--- src/rtl/periph_arb_pkg.sv ---
`default_nettype none
// ---------------------------------------------------------------------------
// periph_arb_pkg : shared types/constants for the peripheral RR arbiter
// Revision: 1.0
// ---------------------------------------------------------------------------
package periph_arb_pkg;

   localparam int PERIPH_ARB_MAX_NB_REQ      = 16;
   localparam int PERIPH_ARB_MAX_OUTSTANDING = 8;

   // Wide enough for any legal requester count.
   typedef logic [$clog2(PERIPH_ARB_MAX_NB_REQ)-1:0] req_idx_t;

endpackage
`default_nettype wire

--- src/rtl/periph_arb_id_fifo.sv ---
`default_nettype none
// ---------------------------------------------------------------------------
// periph_arb_id_fifo : in-order FIFO of granted requester indices
// Revision: 1.0
// ---------------------------------------------------------------------------
module periph_arb_id_fifo #(
   parameter int DEPTH = 2
) (
   input  logic                    clk,
   input  logic                    rst_i,
   input  logic                    push,
   input  periph_arb_pkg::req_idx_t push_id,
   input  logic                    pop,
   output periph_arb_pkg::req_idx_t head,
   output logic                    full,
   output logic                    empty
);
   import periph_arb_pkg::*;

   localparam int PTR_W = (DEPTH > 1) ? $clog2(DEPTH) : 1;
   localparam int CNT_W = $clog2(DEPTH + 1);

   req_idx_t             mem [DEPTH];
   logic [PTR_W-1:0]     wr_ptr;
   logic [PTR_W-1:0]     rd_ptr;
   logic [CNT_W-1:0]     count;
   logic                 push_en;
   logic                 pop_en;

   function automatic logic [PTR_W-1:0] bump(input logic [PTR_W-1:0] ptr);
      return (ptr == PTR_W'(DEPTH - 1)) ? '0 : ptr + PTR_W'(1);
   endfunction

   assign full    = (count == CNT_W'(DEPTH));
   assign empty   = (count == '0);
   assign push_en = push && !full;
   assign pop_en  = pop && !empty;
   assign head    = mem[rd_ptr];

   always_ff @(posedge clk or posedge rst_i) begin
      if (rst_i) begin
         wr_ptr <= '0;
         rd_ptr <= '0;
         count  <= '0;
      end else begin
         if (push_en) wr_ptr <= bump(wr_ptr);
         if (pop_en)  rd_ptr <= bump(rd_ptr);
         case ({push_en, pop_en})
            2'b10:   count <= count + CNT_W'(1);
            2'b01:   count <= count - CNT_W'(1);
            default: count <= count;
         endcase
      end
   end

   // Storage holds only indices; validity is tracked by count, so no reset.
   always_ff @(posedge clk) begin
      if (push_en) mem[wr_ptr] <= push_id;
   end

endmodule
`default_nettype wire

--- src/rtl/periph_rr_arbiter.sv ---
`default_nettype none
// ---------------------------------------------------------------------------
// periph_rr_arbiter : N-to-1 round-robin arbiter with in-order response routing
// Optional: PERIPH_ARB_PRIO0_EN gives requester 0 fixed top priority.
// Revision: 1.0
// ---------------------------------------------------------------------------
module periph_rr_arbiter #(
   parameter int NB_REQ          = 4,
   parameter int ADDR_WIDTH      = 32,
   parameter int DATA_WIDTH      = 32,
   parameter int BE_WIDTH        = DATA_WIDTH / 8,
   parameter int MAX_OUTSTANDING = 2
) (
   input  logic                                clk,
   input  logic                                rst_i,
   input  logic [NB_REQ-1:0]                   data_req_i,
   input  logic [NB_REQ-1:0][ADDR_WIDTH-1:0]   data_add_i,
   input  logic [NB_REQ-1:0]                   data_wen_i,
   input  logic [NB_REQ-1:0][DATA_WIDTH-1:0]   data_wdata_i,
   input  logic [NB_REQ-1:0][BE_WIDTH-1:0]     data_be_i,
   output logic [NB_REQ-1:0]                   data_gnt_o,
   output logic [NB_REQ-1:0]                   data_r_valid_o,
   output logic [DATA_WIDTH-1:0]               data_r_rdata_o,
   output logic                                data_r_opc_o,
   output logic                                data_req_o,
   output logic [ADDR_WIDTH-1:0]               data_add_o,
   output logic                                data_wen_o,
   output logic [DATA_WIDTH-1:0]               data_wdata_o,
   output logic [BE_WIDTH-1:0]                 data_be_o,
   input  logic                                data_gnt_i,
   input  logic                                data_r_valid_i,
   input  logic [DATA_WIDTH-1:0]               data_r_rdata_i,
   input  logic                                data_r_opc_i,
   output logic                                spurious_rvalid_o
);
   import periph_arb_pkg::*;

   localparam int FIFO_DEPTH = (MAX_OUTSTANDING > PERIPH_ARB_MAX_OUTSTANDING) ?
                               PERIPH_ARB_MAX_OUTSTANDING : MAX_OUTSTANDING;

   req_idx_t rr_ptr;
   req_idx_t winner;
   req_idx_t hi_idx;
   req_idx_t lo_idx;
   req_idx_t next_ptr;
   req_idx_t head;
   logic     hi_found;
   logic     fifo_full;
   logic     fifo_empty;
   logic     handshake;
   logic     pop;
   logic     move_ptr;

   // Two-pass search: lowest requester at/above rr_ptr, else lowest overall.
   always_comb begin
      hi_found = 1'b0;
      hi_idx   = rr_ptr;
      lo_idx   = rr_ptr;
      for (int i = NB_REQ - 1; i >= 0; i--) begin
         if (data_req_i[i]) begin
            lo_idx = req_idx_t'(i);
            if (req_idx_t'(i) >= rr_ptr) begin
               hi_found = 1'b1;
               hi_idx   = req_idx_t'(i);
            end
         end
      end
      winner = hi_found ? hi_idx : lo_idx;
`ifdef PERIPH_ARB_PRIO0_EN
      if (data_req_i[0]) winner = '0;
`endif
   end

   always_comb begin
      data_add_o   = '0;
      data_wen_o   = 1'b1;
      data_wdata_o = '0;
      data_be_o    = '0;
      for (int i = 0; i < NB_REQ; i++) begin
         if (req_idx_t'(i) == winner) begin
            data_add_o   = data_add_i[i];
            data_wen_o   = data_wen_i[i];
            data_wdata_o = data_wdata_i[i];
            data_be_o    = data_be_i[i];
         end
      end
   end

   assign data_req_o     = (|data_req_i) && !fifo_full;
   assign handshake      = data_req_o && data_gnt_i;
   assign pop            = data_r_valid_i && !fifo_empty;
   assign data_r_rdata_o = data_r_rdata_i;
   assign data_r_opc_o   = data_r_opc_i;

   generate
      for (genvar g = 0; g < NB_REQ; g++) begin : g_req
         assign data_gnt_o[g]     = handshake && (winner == req_idx_t'(g));
         assign data_r_valid_o[g] = pop && (head == req_idx_t'(g));
      end
   endgenerate

   assign next_ptr = (winner == req_idx_t'(NB_REQ - 1)) ? '0 : winner + req_idx_t'(1);

`ifdef PERIPH_ARB_PRIO0_EN
   assign move_ptr = handshake && (winner != '0);
`else
   assign move_ptr = handshake;
`endif

   always_ff @(posedge clk or posedge rst_i) begin
      if (rst_i) begin
         rr_ptr            <= '0;
         spurious_rvalid_o <= 1'b0;
      end else begin
         if (move_ptr) rr_ptr <= next_ptr;
         spurious_rvalid_o <= data_r_valid_i && fifo_empty;
      end
   end

   periph_arb_id_fifo #(
      .DEPTH (FIFO_DEPTH)
   ) u_id_fifo (
      .clk     (clk),
      .rst_i   (rst_i),
      .push    (handshake),
      .push_id (winner),
      .pop     (pop),
      .head    (head),
      .full    (fifo_full),
      .empty   (fifo_empty)
   );

endmodule
`default_nettype wire
--- config.mk ---
export PLATFORM = sky130hd
export DESIGN_NAME = periph_rr_arbiter
export DESIGN_NICKNAME = d
export VERILOG_FILES = /design/src/rtl/periph_arb_pkg.sv /design/src/rtl/periph_arb_id_fifo.sv /design/src/rtl/periph_rr_arbiter.sv
export SDC_FILE = /design/constraint.sdc
export NUM_CORES = 1
export LEC_CHECK = 0
export CAP_MARGIN = 10
export CORE_AREA = 2 2 168 170
export DETAILED_ROUTE_END_ITERATION = 10
export DIE_AREA = 0 0 170 172
export HOLD_SLACK_MARGIN = 0.12
export PLACE_DENSITY = 0.57
export SETUP_SLACK_MARGIN = 0.1
export SLEW_MARGIN = 10
export SYNTH_ARGS = -nofsm -noshare
export SYNTH_HDL_FRONTEND = slang
export SYNTH_SLANG_ARGS = --single-unit
--- constraint.sdc ---
create_clock -name clk -period 8.2 [get_ports clk]
set_clock_uncertainty 0.15 [all_clocks]
set_input_delay 1.23 -clock clk [delete_from_list [all_inputs] [get_ports clk]]
set_output_delay 1.23 -clock clk [all_outputs]
set_load 0.1 [all_outputs]
==> flow_metrics.env <==
export IMPL_cp_buffers_inverters=4
export IMPL_outcome="complete, no violations"
export IMPL_synthArstFlopShare_pct=52.94
export IMPL_num_rows=61
export IMPL_n_fill_cell=3062
export IMPL_dp_hpwl_um=14860
export IMPL_synth_common_cells="136 x a21oi_1, 76 x inv_1, 75 x nor2_1, 72 x nand2_1, 67 x o21ai_0"
export IMPL_ctsResizeCount=0
export IMPL_arrival_ns=5.41
export IMPL_tns_ns=0
export IMPL_reg2reg_to="rr_ptr[0]"
export IMPL_path_common_cell="clkdlybuf4s50_1"
export IMPL_nets=1265
export IMPL_path_class="input port to primary output"
export IMPL_hold_viol=0
export IMPL_synth_most_common_cell="a21oi_1"
export IMPL_relSlewSlack_pct=32.64
export IMPL_cp_end_kind="primary output"
export IMPL_setup_ws_ns=1.408
export IMPL_synth_edf_count=8
export IMPL_grt_first_pass_wirelength_um=28110
export IMPL_first_iter_violations=201
export IMPL_final_max_slew_viol_count=0
export IMPL_io_pins=429
export IMPL_worst_pin_slew_ns=1.007
export IMPL_fin_crit_ns=6.792
export IMPL_hold_end="u_id_fifo.wr_ptr"
export IMPL_hold_path_depth=1
export IMPL_grt_pass1_vias=5407
export IMPL_die_y_um=172
export IMPL_path_cells="clkdlybuf4s50_1, inv_1, a211o_1, o2bb2ai_1, and2_1, ha_4, buf_12, a21oi_1, o21ai_0, a22oi_1, nor2_1, clkdlybuf4s50_1"
export IMPL_crit_required_ns=6.82
export IMPL_antenna_found_initial=0
export IMPL_avgSynthCellArea_um2=5.710
export IMPL_r2r_start="rr_ptr[2]"
export IMPL_syn_to_final_growth_pct=99.60
export IMPL_grt_remaining_overflow=0
export IMPL_syn_num_nets=984
export IMPL_pre_cts_ws_ns=1.360
export IMPL_portBuffers=362
export IMPL_vias=5558
export IMPL_finalCritPeriodShare_pct=82.83
export IMPL_rsz0062_at_grt="false"
export IMPL_synth_area_leaders="a21oi_1 18%, a22oi_1 13%, o21ai_0 8.9%"
export IMPL_cp_slowest_stage_delay_ns=1.14
export IMPL_viasPerCell=4.315
export IMPL_cts_buffer_depth=2
export IMPL_finalSetupViolCount=0
export IMPL_multi_input_area_um2=2560
export IMPL_cts_root_buf="clkbuf_16"
export IMPL_seq_area_frac_synth_pct=12.31
export IMPL_yosysWarnings=0
export IMPL_crit_path_top_delay_cell="clkdlybuf4s50_1"
export IMPL_ys_types=41
export IMPL_ff2ff_setup_slack_ns=5.23
export IMPL_drive_gt1_share_pct=2.442
export IMPL_reg2reg_depth=9
export IMPL_cp_start_kind="input port"
export IMPL_synthFlopType="dfrtp_1"
export IMPL_die_area_um2=29240
export IMPL_grt_usage_pct=11.89
export IMPL_cts_buffers=3
export IMPL_seqCellArea_um2=465.4
export IMPL_cts_tree="done"
export IMPL_worstSkewPairLatency_ns=0.25
export IMPL_clock_sinks=17
export IMPL_n_antenna_cell=0
export IMPL_grt_max_degree=78
export IMPL_cts_setup_buffers=0
export IMPL_postCtsHoldBufs=0
export IMPL_syn_inst=662
export IMPL_clkTransAtPathRegs_ns=0.05
export IMPL_ys_ff_latch=17
export IMPL_htree_num_levels=1
export IMPL_ant_nets=0
export IMPL_dieWidth_um=170
export IMPL_wl_per_cell_um=14.98
export IMPL_hold_path_class="register to register"
export IMPL_place_congestion=0.7944
export IMPL_start_util_pct=13.76
export IMPL_wl_um=19300
export IMPL_synth_top_cell_area_share_pct=18.01
export IMPL_cp_max_fo=71
export IMPL_fmax_ghz=0.1472
export IMPL_netlist_area_um2=3780
export IMPL_core_um2=27480
export IMPL_dr_pass1_iters=4
export IMPL_hp_start="u_id_fifo.wr_ptr"
export IMPL_max_cap_violations=0
export IMPL_yosysTopAreaCell="a21oi_1"
export IMPL_route_detailed_drc=0
export IMPL_cpLargestDelayFamily="buffers and inverters"
-- how the worst max path moves through the flow --
stage                       start            end  slack [ns]  depth (start not counted)
global placement    data_req_i[1]     data_wen_o        1.49                         11
floorplan           data_req_i[2]     data_wen_o        2.52                          9
finish              data_req_i[1]  data_add_o[8]        1.41                         12
detailed placement  data_req_i[1]     data_wen_o        1.36                         11
global route        data_req_i[1]     data_wen_o        1.06                         11
CTS                 data_req_i[1]     data_wen_o        1.35                         11
-- worst reg2reg max path: stages (launching register included) --
cell and delay, ns:
dfrtp_1 0.39, nor2_1 0.47, o21a_1 0.25, a21oi_1 0.10
o22ai_1 0.51, ha_4 0.25, buf_12 0.27, o21ai_1 0.22
mux2i_1 0.18, a31oi_1 0.06
-- cell type report --
cell class | instances | area share, %
multi-input combinational | 474 | 33.93
clock inverter | 1 | 0.09950
inverter | 77 | 3.847
tap | 346 | 5.738
clock buffer | 3 | 0.9950
sequential | 17 | 6.169
timing repair buffer | 370 | 49.22
-- state kept, by name (all words and copies together) (netlist names) --
| register | cells |
|---|---|
| spurious_rvalid_o | 1 |
| u_id_fifo.mem | 8 |
| rr_ptr | 4 |
| u_id_fifo.rd_ptr | 1 |
| u_id_fifo.wr_ptr | 1 |
| u_id_fifo.count | 2 |
-- layout by cell type (no fill, tap or decap), types with 2 or more instances in the layout --
cell and count:
buf_12 3, and2_1 10, a22oi_1 65, nor2b_1 2
nand3b_1 2, ha_4 3, a211o_1 4, o21ai_0 67
dfrtp_1 9, buf_4 8, a221oi_1 4, nor3b_1 2
o21a_1 2, inv_1 76, clkdlybuf4s50_1 359, nand2_1 72
edfxtp_1 8, nor2_1 75, clkbuf_16 3, xor2_1 2
nor3_1 5, o22ai_1 3, a21oi_1 136, xnor2_1 3
-- metrics by stage --
stage          instances  cell area (µm²)  hold slack [ns]  util [%]
2_1_floorplan        662             3780           0.3093         -
3_3_place_gp        1284             7462           0.3278     27.16
3_5_place_dp        1284             7462           0.3269     27.16
4_1_cts             1288             7545           0.3384     27.46
5_1_grt             1288             7545           0.3838     27.46
6_report            1288             7545           0.3384     27.46
-- cells by family (layout without fill, tap and decap cells) --
kind of cell / after synthesis / after routing / share of synthesized area (%)
compound gates: 289 / 289 / 44.19
mux: 1 / 1 / 0.2648
simple gates: 174 / 174 / 19.40
buf+inv: 171 / 451 / 21.02
flops: 17 / 17 / 12.31
fa+ha+maj: 5 / 5 / 1.655
xor+xnor: 5 / 5 / 1.159
-- per-layer routing --
metal / wire length, µm / vias up / share of wire, % / GRT usage (%)
met4: 384 / 0 / 2.0 / 2.453
li1: - / 2783 / - / -
met3: 1365 / 30 / 7.1 / 2.243
met2: 9470 / 241 / 49 / 21.33
met5: 0 / - / 0 / 0
met1: 8079 / 2504 / 42 / 14.83
Power is not shown: default switching activity piles up to over one toggle a cycle in this logic, so the estimate is an artifact.
